<file path="config.mk">
export PLATFORM = sky130hd
export DESIGN_NAME = clock_gen
export DESIGN_NICKNAME = d
export VERILOG_FILES = /design/src/rtl/clock_gen_pkg.sv /design/src/rtl/clock_gen.sv
export SDC_FILE = /design/constraint.sdc
export NUM_CORES = 1
export LEC_CHECK = 0
export BUFFER_PORTS_ARGS = -buffer_cell sky130_fd_sc_hd__buf_2
export CORE_MARGIN = 4
export CORE_UTILIZATION = 35
export DETAILED_ROUTE_END_ITERATION = 12
export PLACE_DENSITY = 0.55
export SLEW_MARGIN = 40
export SYNTH_ARGS = -nofsm -noshare
export SYNTH_HDL_FRONTEND = slang
export SYNTH_SLANG_ARGS = --single-unit
</file>
<file path="constraint.sdc">
create_clock -name clk -period 2.35 [get_ports clk]
set_input_delay 0.705 -clock clk [delete_from_list [all_inputs] [get_ports clk]]
set_output_delay 0.705 -clock clk [all_outputs]
set_load 0.01 [all_outputs]
</file>
<file path="src/rtl/clock_gen_pkg.sv">
// rtl/clock_gen_pkg.sv - shared constants and half-period helper for clock_gen
package clock_gen_pkg;

  localparam int SEL_W_DEF = 3;
  localparam int CNT_W_DEF = (1 << SEL_W_DEF) - 1;

  function automatic longint half_period(input int sel);
    return longint'(1) << sel;
  endfunction

endpackage

</file>
<file path="src/rtl/clock_gen.sv">
// rtl/clock_gen.sv - glitch-free power-of-two clock divider with registered rise strobe
// Optional freeze-low stop control is built only when CLOCK_GEN_STOP_EN is defined.
module clock_gen
  import clock_gen_pkg::*;
#(
  parameter int SEL_W = SEL_W_DEF
) (
  input  logic             clk,
  input  logic             arst,
  input  logic [SEL_W-1:0] clk_sel,
  input  logic             stop_clk,
  output logic             clk_out,
  output logic             clk_rise,
  output logic             clk_stopped,
  output logic [SEL_W-1:0] sel_active
);

  localparam int CNT_W = (1 << SEL_W) - 1;

  logic [CNT_W-1:0] cnt;
  logic [CNT_W-1:0] h_last;

  assign h_last = CNT_W'(half_period(int'(sel_active)) - 1);

`ifdef CLOCK_GEN_STOP_EN
  logic stopped;
  assign clk_stopped = stopped;
`else
  logic stop_unused;
  assign stop_unused = stop_clk;
  assign clk_stopped = 1'b0;
`endif

  // sel_active only moves at the high->low boundary (or while frozen), so a
  // period in flight always completes with the length it started with.
  always_ff @(posedge clk) begin
    clk_rise <= 1'b0;
    if (arst) begin
      clk_out    <= 1'b0;
      cnt        <= '0;
      sel_active <= clk_sel;
`ifdef CLOCK_GEN_STOP_EN
      stopped    <= 1'b0;
`endif
    end
`ifdef CLOCK_GEN_STOP_EN
    else if (stopped) begin
      clk_out    <= 1'b0;
      cnt        <= '0;
      sel_active <= clk_sel;
      stopped    <= stop_clk;
    end
`endif
    else if (cnt == h_last) begin
      cnt <= '0;
      if (clk_out) begin
        clk_out    <= 1'b0;
        sel_active <= clk_sel;
      end
`ifdef CLOCK_GEN_STOP_EN
      else if (stop_clk) begin
        stopped    <= 1'b1;
        sel_active <= clk_sel;
      end
`endif
      else begin
        clk_out  <= 1'b1;
        clk_rise <= 1'b1;
      end
    end else begin
      cnt <= cnt + CNT_W'(1);
    end
  end

endmodule

</file>
* Yosys cells after proc, flatten, opt, wreduce, memory -nomap -nowiden
Index checks and enable logic that the tools add are counted.
** Storage, ports and cells
- Bits in writable memories :: 0
- ROM bits :: 0
- Word-level logic and storage cells :: 18
- Output and inout port bits :: 6
- Memories kept :: 0
- Bits in latches :: 0
- Register bits :: 12
- Input bits :: 6
** Cells by class
- Shift operators :: 1
- Reductions and logical operators :: 5
- Magnitude comparators :: 0
- Div/mod/pow operators :: 0
- Multiplexer cells :: 4
- Equal/unequal tests :: 1
- Bitwise gates (word level) :: 1
- Multipliers :: 0
- Add/subtract/negate cells :: 2
** Operators by type and width (count)
- 3-bit 2-to-1 mux :: 3
- 7-bit by 1-bit adder with 7-bit output, second input constant :: 1
- 7-bit == test :: 1
- 1-bit by 3-bit << shifter with 7-bit output, first input constant :: 1
- 7-bit by 2-bit subtractor with 7-bit output, second input constant :: 1
- 2-bit nonzero test :: 2
- 2-bit OR reduction :: 2
- 2-bit AND reduction :: 1
- 1-bit 2-to-1 mux :: 1
- 1-bit NOT :: 1

* Logic depth before layout (Yosys ltp)
Gate-level depths: netlist of the first run.
- Depth after elaboration :: 5
- Gate-level depth with buffers :: 6
- Mapped depth without buffers :: 5

* Worst setup path before layout of the first run
OpenSTA, ideal clock, no wires.
- Path kind :: register -> register
- Start :: register sel_active[2]
- End :: register sel_active[0], enable pin
- Cell stages (with the launch flop) :: 6
- Clock period less this slack :: 2.073 ns
- Arrival time :: 1.772 ns
- Buffers on the path :: 1
- Library setup time :: 0.300 ns
- Slack :: 0.277 ns
- Required time :: 2.050 ns
- Cells stage by stage :: edfxtp_1 buf_6 or4_1 a221o_1 nor2_1 a21o_1
** Between the ends
- Cells in the longest elaborated chain, start to end :: 5
** RTL lines
- start: declaration :: RTL line clock_gen.sv:15 : output logic [SEL_W-1:0] sel_active
- start signal: assignment :: RTL line clock_gen.sv:41 : sel_active <= clk_sel;
- start signal: assignment :: RTL line clock_gen.sv:58 : sel_active <= clk_sel;
- 1-bit by 3-bit << shifter with 7-bit output :: RTL line clock_gen_pkg.sv:8 : return longint'(1) << sel;
- 7-bit by 2-bit subtractor with 7-bit output :: RTL line clock_gen.sv:23 : assign h_last = CNT_W'(half_period(int'(sel_active)) - 1);
- 7-bit == test :: RTL line clock_gen.sv:54 : else if (cnt == h_last) begin
- 2-bit nonzero test (no line)
- 2-bit AND reduction (no line)
Every way passes these cells.
A chain may end at the register's enable or synchronous reset.

* Worst setup path after layout of the first run
Ends and elaborated chain as after synthesis.

==> flow_summary.json, run 1 <==
{
  "timing.rr.end": "sel_active[0]",
  "place.gp.congestion": 0.7355,
  "core_mm2": 0.001559,
  "drt_wl_total_um": 1019,
  "syn_area_per_cell_um2": 10.47,
  "grt_pass1_vias": 414,
  "setup_viol": 0,
  "grt_max_degree": 10,
  "crit_arrival_ps": 1930,
  "path_cells": "or4_1, a221o_1, nor2_1, a21o_1",
  "power_leakage_nw": 0.2812,
  "dr_total_vias": 429,
  "antenna_left": 0,
  "synthMostInstantiatedCell": "dfxtp_1",
  "overflow": 0,
  "yosys-top-cells-area": "dfxtp_1 30%, edfxtp_1 15%, xnor2_1 5.9%",
  "synth_edf_count": 3,
  "cellInternalPower_uw": 308.2,
  "path_class": "reg -> reg",
  "endpoint": "sel_active[0]",
  "viasPerCell": 4.988,
  "clk_latency_ps": 270,
  "start_util_pct": 38.28,
  "worst_path_max_delay_cell": "or4_1",
  "hp-class": "reg -> reg",
  "fp.dieArea_mm2": 0.002430,
  "pwr-share-comb_pct": 11.9,
  "end_kind": "flip-flop",
  "synth_cell_types": 30,
  "drtPass1Iterations": 2,
  "crit_required_ps": 2330,
  "ys.warnings.count": 0,
  "fin_nets": 78,
  "num_io_pins": 12,
  "ys_seq_area_share_pct": 45.28,
  "ys_async_sr_fraction_pct": 0,
  "syn_nets": 64,
  "clock_sinks": 12,
  "synth_top_area_share_pct": 30.19,
  "synth-seq-cells": 12,
  "rsz0062_at_grt": "no",
  "grt_pass1_wl_um": 1676,
  "grtUsageTotal_pct": 8.981,
  "maxCapViolations": 0,
  "hpwl_um": 770.7,
  "root_buffer": "clkbuf_4",
  "drc": 0,
  "fin_util_pct": 43.90,
  "r2r_start": "sel_active[2]",
  "cts_tree": "built",
  "fin_crit_sh_pct": 83.20,
  "peakVddDrop_mv": 0.2501,
  "finalHoldViolations": 0,
  "die_h_um": 49.30,
  "cp-start-kind": "flip-flop",
  "htreeDepth": 1,
  "netlist_instances": 57,
  "antenna_found_initial": 0,
  "reg2regPathDepth": 4,
  "wl_per_cell_um": 11.85,
  "clkTransAtPathRegs_ps": 70,
  "ys.flop_type": "dfxtp_1",
  "skew_ps": 5.203,
  "yosysTopAreaCell": "dfxtp_1",
  "syn_to_final_growth_pct": 14.68,
  "cts-resized-gates": 0,
  "cts.path.max_buffers": 2,
  "tns_ps": 0,
  "worst_path_largest_cell_delay_ps": 500,
  "min_period_ps": 1955,
  "status": "completed",
  "netSwitchingPower_uw": 98.31,
  "cts_buffers": 3,
  "switching_share_pct": 24.18,
  "syn_area_um2": 596.8,
  "crit_start": "sel_active[2]",
  "die_w_um": 49.30,
  "clkPwrFrac_pct": 31.8,
  "cts_setup_buffers": 0,
  "critical_path_peak_fanout": 3,
  "drtIter0Drc": 4,
  "synth_common_cells": "9 x dfxtp_1, 8 x nor2_1, 4 x xnor2_1",
  "drive_gt1_share_pct": 28.57,
  "row_count": 14,
  "ctsHoldBuffers": 0,
  "diodes": 0,
  "portBuffers": 9,
  "slew_violations": 0,
  "r2r_setup_slack_ps": 390,
  "clock.fmax_mhz": 511.5,
  "sequentialPowerShare_pct": 56.2,
  "p_per_area_mw_per_mm2": 593.9
}
[worst min-delay path by stage]
stage,startpoint,to,slack (ps),cells past startpoint
finish,cnt[0],cnt[0],510,1
global route,cnt[0],cnt[0],530,1
CTS,cnt[0],cnt[0],520,1
detailed placement,cnt[0],cnt[0],500,1
global placement,cnt[0],cnt[0],490,1
floorplan,cnt[0],cnt[0],440,1
[power groups by stage]
stage | Clock (mW) | Combinational [mW] | Sequential [mW]
floorplan | 0 | 0.0338 | 0.234
global placement | 0 | 0.0485 | 0.234
detailed placement | 0 | 0.0485 | 0.234
CTS | 0.134 | 0.0490 | 0.229
global route | 0.150 | 0.0548 | 0.230
finish | 0.129 | 0.0484 | 0.229
[layout make-up]
class,instances,area (um2)
Fill cell,149,874.6
Multi-Input combinational cell,41,300.3
Sequential cell,12,270.3
Timing Repair Buffer,11,60.06
Clock buffer,4,26.28
Tap cell,16,20.02
Inverter,2,7.507
[metal layers]
layer,GRT usage (%),share of wire (%),wire [um]
met1,11.62,54,551
met3,2.752,4.6,47
met5,0,0,0
met4,4.265,0,0
met2,13.39,41,420
[per-stage QoR]
step	std cells	hold WS (ps)	setup WS, ps	instance area [um2]	power [mW]
floorplan	57	444.6	277.2	596.8	0.2681
global placement	82	490.1	399.1	658.1	0.2822
detailed placement	82	500.1	382.4	658.1	0.2823
CTS	86	517.2	379.6	684.4	0.4119
global route	86	530.9	275.0	684.4	0.4348
finish	86	506.5	394.8	684.4	0.4065
[cell usage in the layout, fill, tap and decap left out, types with 2 or more instances in the layout]
cell / netlist / routed
a21oi_1: 2 / 2
and3_1: 2 / 2
buf_2: 0 / 9
buf_4: 1 / 2
clkbuf_4: 0 / 3
dfxtp_1: 9 / 9
edfxtp_1: 3 / 3
inv_1: 2 / 2
nand3_1: 2 / 2
nor2_1: 8 / 8
o21ai_0: 2 / 2
xnor2_1: 4 / 4
xor2_1: 3 / 3
[sequential cells by signal (all words and copies together) (netlist names)]
name / flops
cnt: 7
sel_active: 3
clk_out: 1
clk_rise: 1
[logic make-up after synthesis]
family | after synthesis | share of synthesized area, %
AND/OR/NAND/NOR | 21 | 21.59
XOR/XNOR | 7 | 10.27
buffers and inverters | 4 | 4.403
AO/OA/AOI/OAI | 11 | 15.72
other | 1 | 0.6283
flip-flops | 12 | 45.28
adder cells (fa/ha/maj) | 1 | 2.096
[worst max-delay path: cells and delay by family (launching register included)]
family,cells,cell delay [ps]
simple gates,2,660
compound gates,2,610
flops,1,390
No activity file was read; power rests on OpenSTA's default activity.
==> run 2: changes to the inputs <==
Settings changed: ABC_AREA set to 1, PLACE_DENSITY 0.55 to 0.54.
Clock period 2.35 ns to 1.9 ns, I/O delays scaled along.
==> run 2 against run 1 <==
- critical path depth is 3 higher
- synthesized cell count grew 42%
- fmax rose by 18%
- clock skew grew 1.1 ps
- sequential cell count stayed put
- core utilization fell by 0.50 points
- wire length rose by 10%
- critical path type unchanged
- critical endpoint is now sel_active[1]
==> flow_summary.json, run 2 <==
{
  "core_mm2": 0.001764,
  "clock_sinks": 12,
  "hp-class": "in -> reg",
  "ys_async_sr_fraction_pct": 0,
  "overflow": 0,
  "slew_violations": 0,
  "end_kind": "flip-flop",
  "wl_per_cell_um": 9.590,
  "finalHoldViolations": 0,
  "grtUsageTotal_pct": 10.13,
  "synth-seq-cells": 12,
  "grt_max_degree": 9,
  "clkTransAtPathRegs_ps": 80,
  "htreeDepth": 1,
  "cts_tree": "built",
  "synthMostInstantiatedCell": "nand2_1",
  "syn_to_final_growth_pct": 14.61,
  "synth_cell_types": 22,
  "die_w_um": 51.69,
  "power_leakage_nw": 0.3301,
  "syn_area_per_cell_um2": 8.249,
  "worst_path_largest_cell_delay_ps": 510,
  "dr_total_vias": 484,
  "synth_common_cells": "16 x nand2_1, 12 x inv_1, 9 x dfxtp_1, 9 x nor2_2, 6 x nand3_1",
  "yosys-top-cells-area": "dfxtp_1 27%, edfxtp_1 13%, nand2_1 9.0%",
  "regArea_um2": 270.3,
  "drtPass1Iterations": 2,
  "viasPerCell": 4.137,
  "cts_buffers": 3,
  "netlist_instances": 81,
  "die_h_um": 51.69,
  "worst_path_max_delay_cell": "edfxtp_1",
  "clk_latency_ps": 270,
  "ys.warnings.count": 0,
  "ys.flop_type": "dfxtp_1",
  "crit_arrival_ps": 1620,
  "grt_pass1_vias": 467,
  "drive_gt1_share_pct": 34.78,
  "antenna_found_initial": 0,
  "drc": 0,
  "fp.dieArea_mm2": 0.002672,
  "syn_nets": 88,
  "antenna_left": 0,
  "drt_wl_total_um": 1122,
  "synth_edf_count": 3,
  "cp-start-kind": "flip-flop",
  "grt_pass1_wl_um": 1945,
  "fin_nets": 100,
  "maxCapViolations": 0,
  "peakVddDrop_mv": 0.5670,
  "min_period_ps": 1651,
  "cts.path.max_buffers": 2,
  "synth_top_area_share_pct": 26.97,
  "critical_path_peak_fanout": 8,
  "tns_ps": 0,
  "multi_input_comb_area_um2": 337.8,
  "rsz0062_at_grt": "no",
  "p_per_area_mw_per_mm2": 719.3,
  "cts_setup_buffers": 0,
  "drtIter0Drc": 5,
  "fin_crit_sh_pct": 86.89,
  "syn_area_um2": 668.1,
  "diodes": 0,
  "portBuffers": 9,
  "row_count": 15,
  "layout_common_cells": "16 x nand2_1, 12 x inv_1, 9 x nor2_2, 9 x dfxtp_1, 9 x buf_2",
  "regMostFlops": "cnt",
  "path_cells": "nor2_2, nand2_1, nand2_1, nand2_2, nor2_4, nand3_4, a21oi_2",
  "setup_viol": 0,
  "num_io_pins": 12,
  "path_buf_inv": 0,
  "crit_required_ps": 1870,
  "ys_seq_area_share_pct": 40.45,
  "place.gp.congestion": 0.7306,
  "largest_register_ffs": 7,
  "skew_ps": 6.293,
  "start_util_pct": 37.87,
  "dp_cells": 113,
  "largestRegisters": "cnt: 7 flops, sel_active: 3 flops",
  "mostFrequentLayoutCell": "nand2_1",
  "clock.fmax_mhz": 605.7,
  "layoutNonFillerInstCount": 117,
  "root_buffer": "clkbuf_4",
  "path_delay_family": "simple AND/OR/NAND/NOR gates",
  "yosysTopAreaCell": "dfxtp_1",
  "status": "completed",
  "n_fill_cell": 204,
  "hpwl_um": 874.1,
  "path_common_cell": "nand2_1",
  "path_class": "reg -> reg"
}
-- run 2: where the power goes --
part | internal [mW] | switching, mW
combinational | 0.0256 | 0.0413
sequential | 0.271 | 0.0120
clock | 0.116 | 0.0842
total | 0.413 | 0.137
-- run 2: worst paths after layout --
check        depth (start not counted)       endpoint  slack, ps     startpoint
min                                  1  sel_active[0]        470     clk_sel[0]
min reg2reg                          2        clk_out        500        clk_out
max                                  7  sel_active[1]        250  sel_active[2]
max reg2reg                          7  sel_active[1]        250  sel_active[2]
-- run 2: stage by stage --
step | util, % | cell area [um2] | worst slack [ps] | power (mW) | hold slack, ps
global route | 43.40 | 765.7 | 104.0 | 0.5863 | 456.6
finish | 43.40 | 765.7 | 249.0 | 0.5508 | 471.6
detailed placement | 41.13 | 725.7 | 144.2 | 0.3555 | 482.9
floorplan | - | 668.1 | 260.6 | 0.3421 | 450.7
global placement | 41.13 | 725.7 | 165.9 | 0.3537 | 471.7
CTS | 43.19 | 762.0 | 133.6 | 0.5601 | 458.5
-- run 2: area by class of cell --
type | count | share of cell area, %
sequential | 12 | 35.29
multi-input combinational | 55 | 44.12
clock buffer | 4 | 4.739
tap | 25 | 4.085
timing repair buffer | 9 | 5.882
inverter | 12 | 5.882
-- run 2: logic make-up (layout without fill, tap and decap cells) --
logic type,after synthesis,after routing,share of synthesized area (%)
flops,12,12,40.45
xor+xnor,6,6,7.865
other cells,1,1,0.5613
buf+inv,14,25,9.550
compound gates,4,4,3.558
fa+ha+maj,1,1,1.872
simple gates,43,43,36.14
-- run 2: what timing repair did --
action	4_1_cts	5_1_grt
hold buffers	0	0
setup endpoints to repair	0	3
endpoints found under the hold margin	0	0
resized for setup	0	1
-- run 2: layer usage --
metal  GRT usage (%)  vias to the layer above  wire, um
met5               0                        -         0
met4           2.620                        0        10
met3           5.158                        2        49
met2           15.25                        6       509
met1           12.70                      210       552
li1                -                      266         -
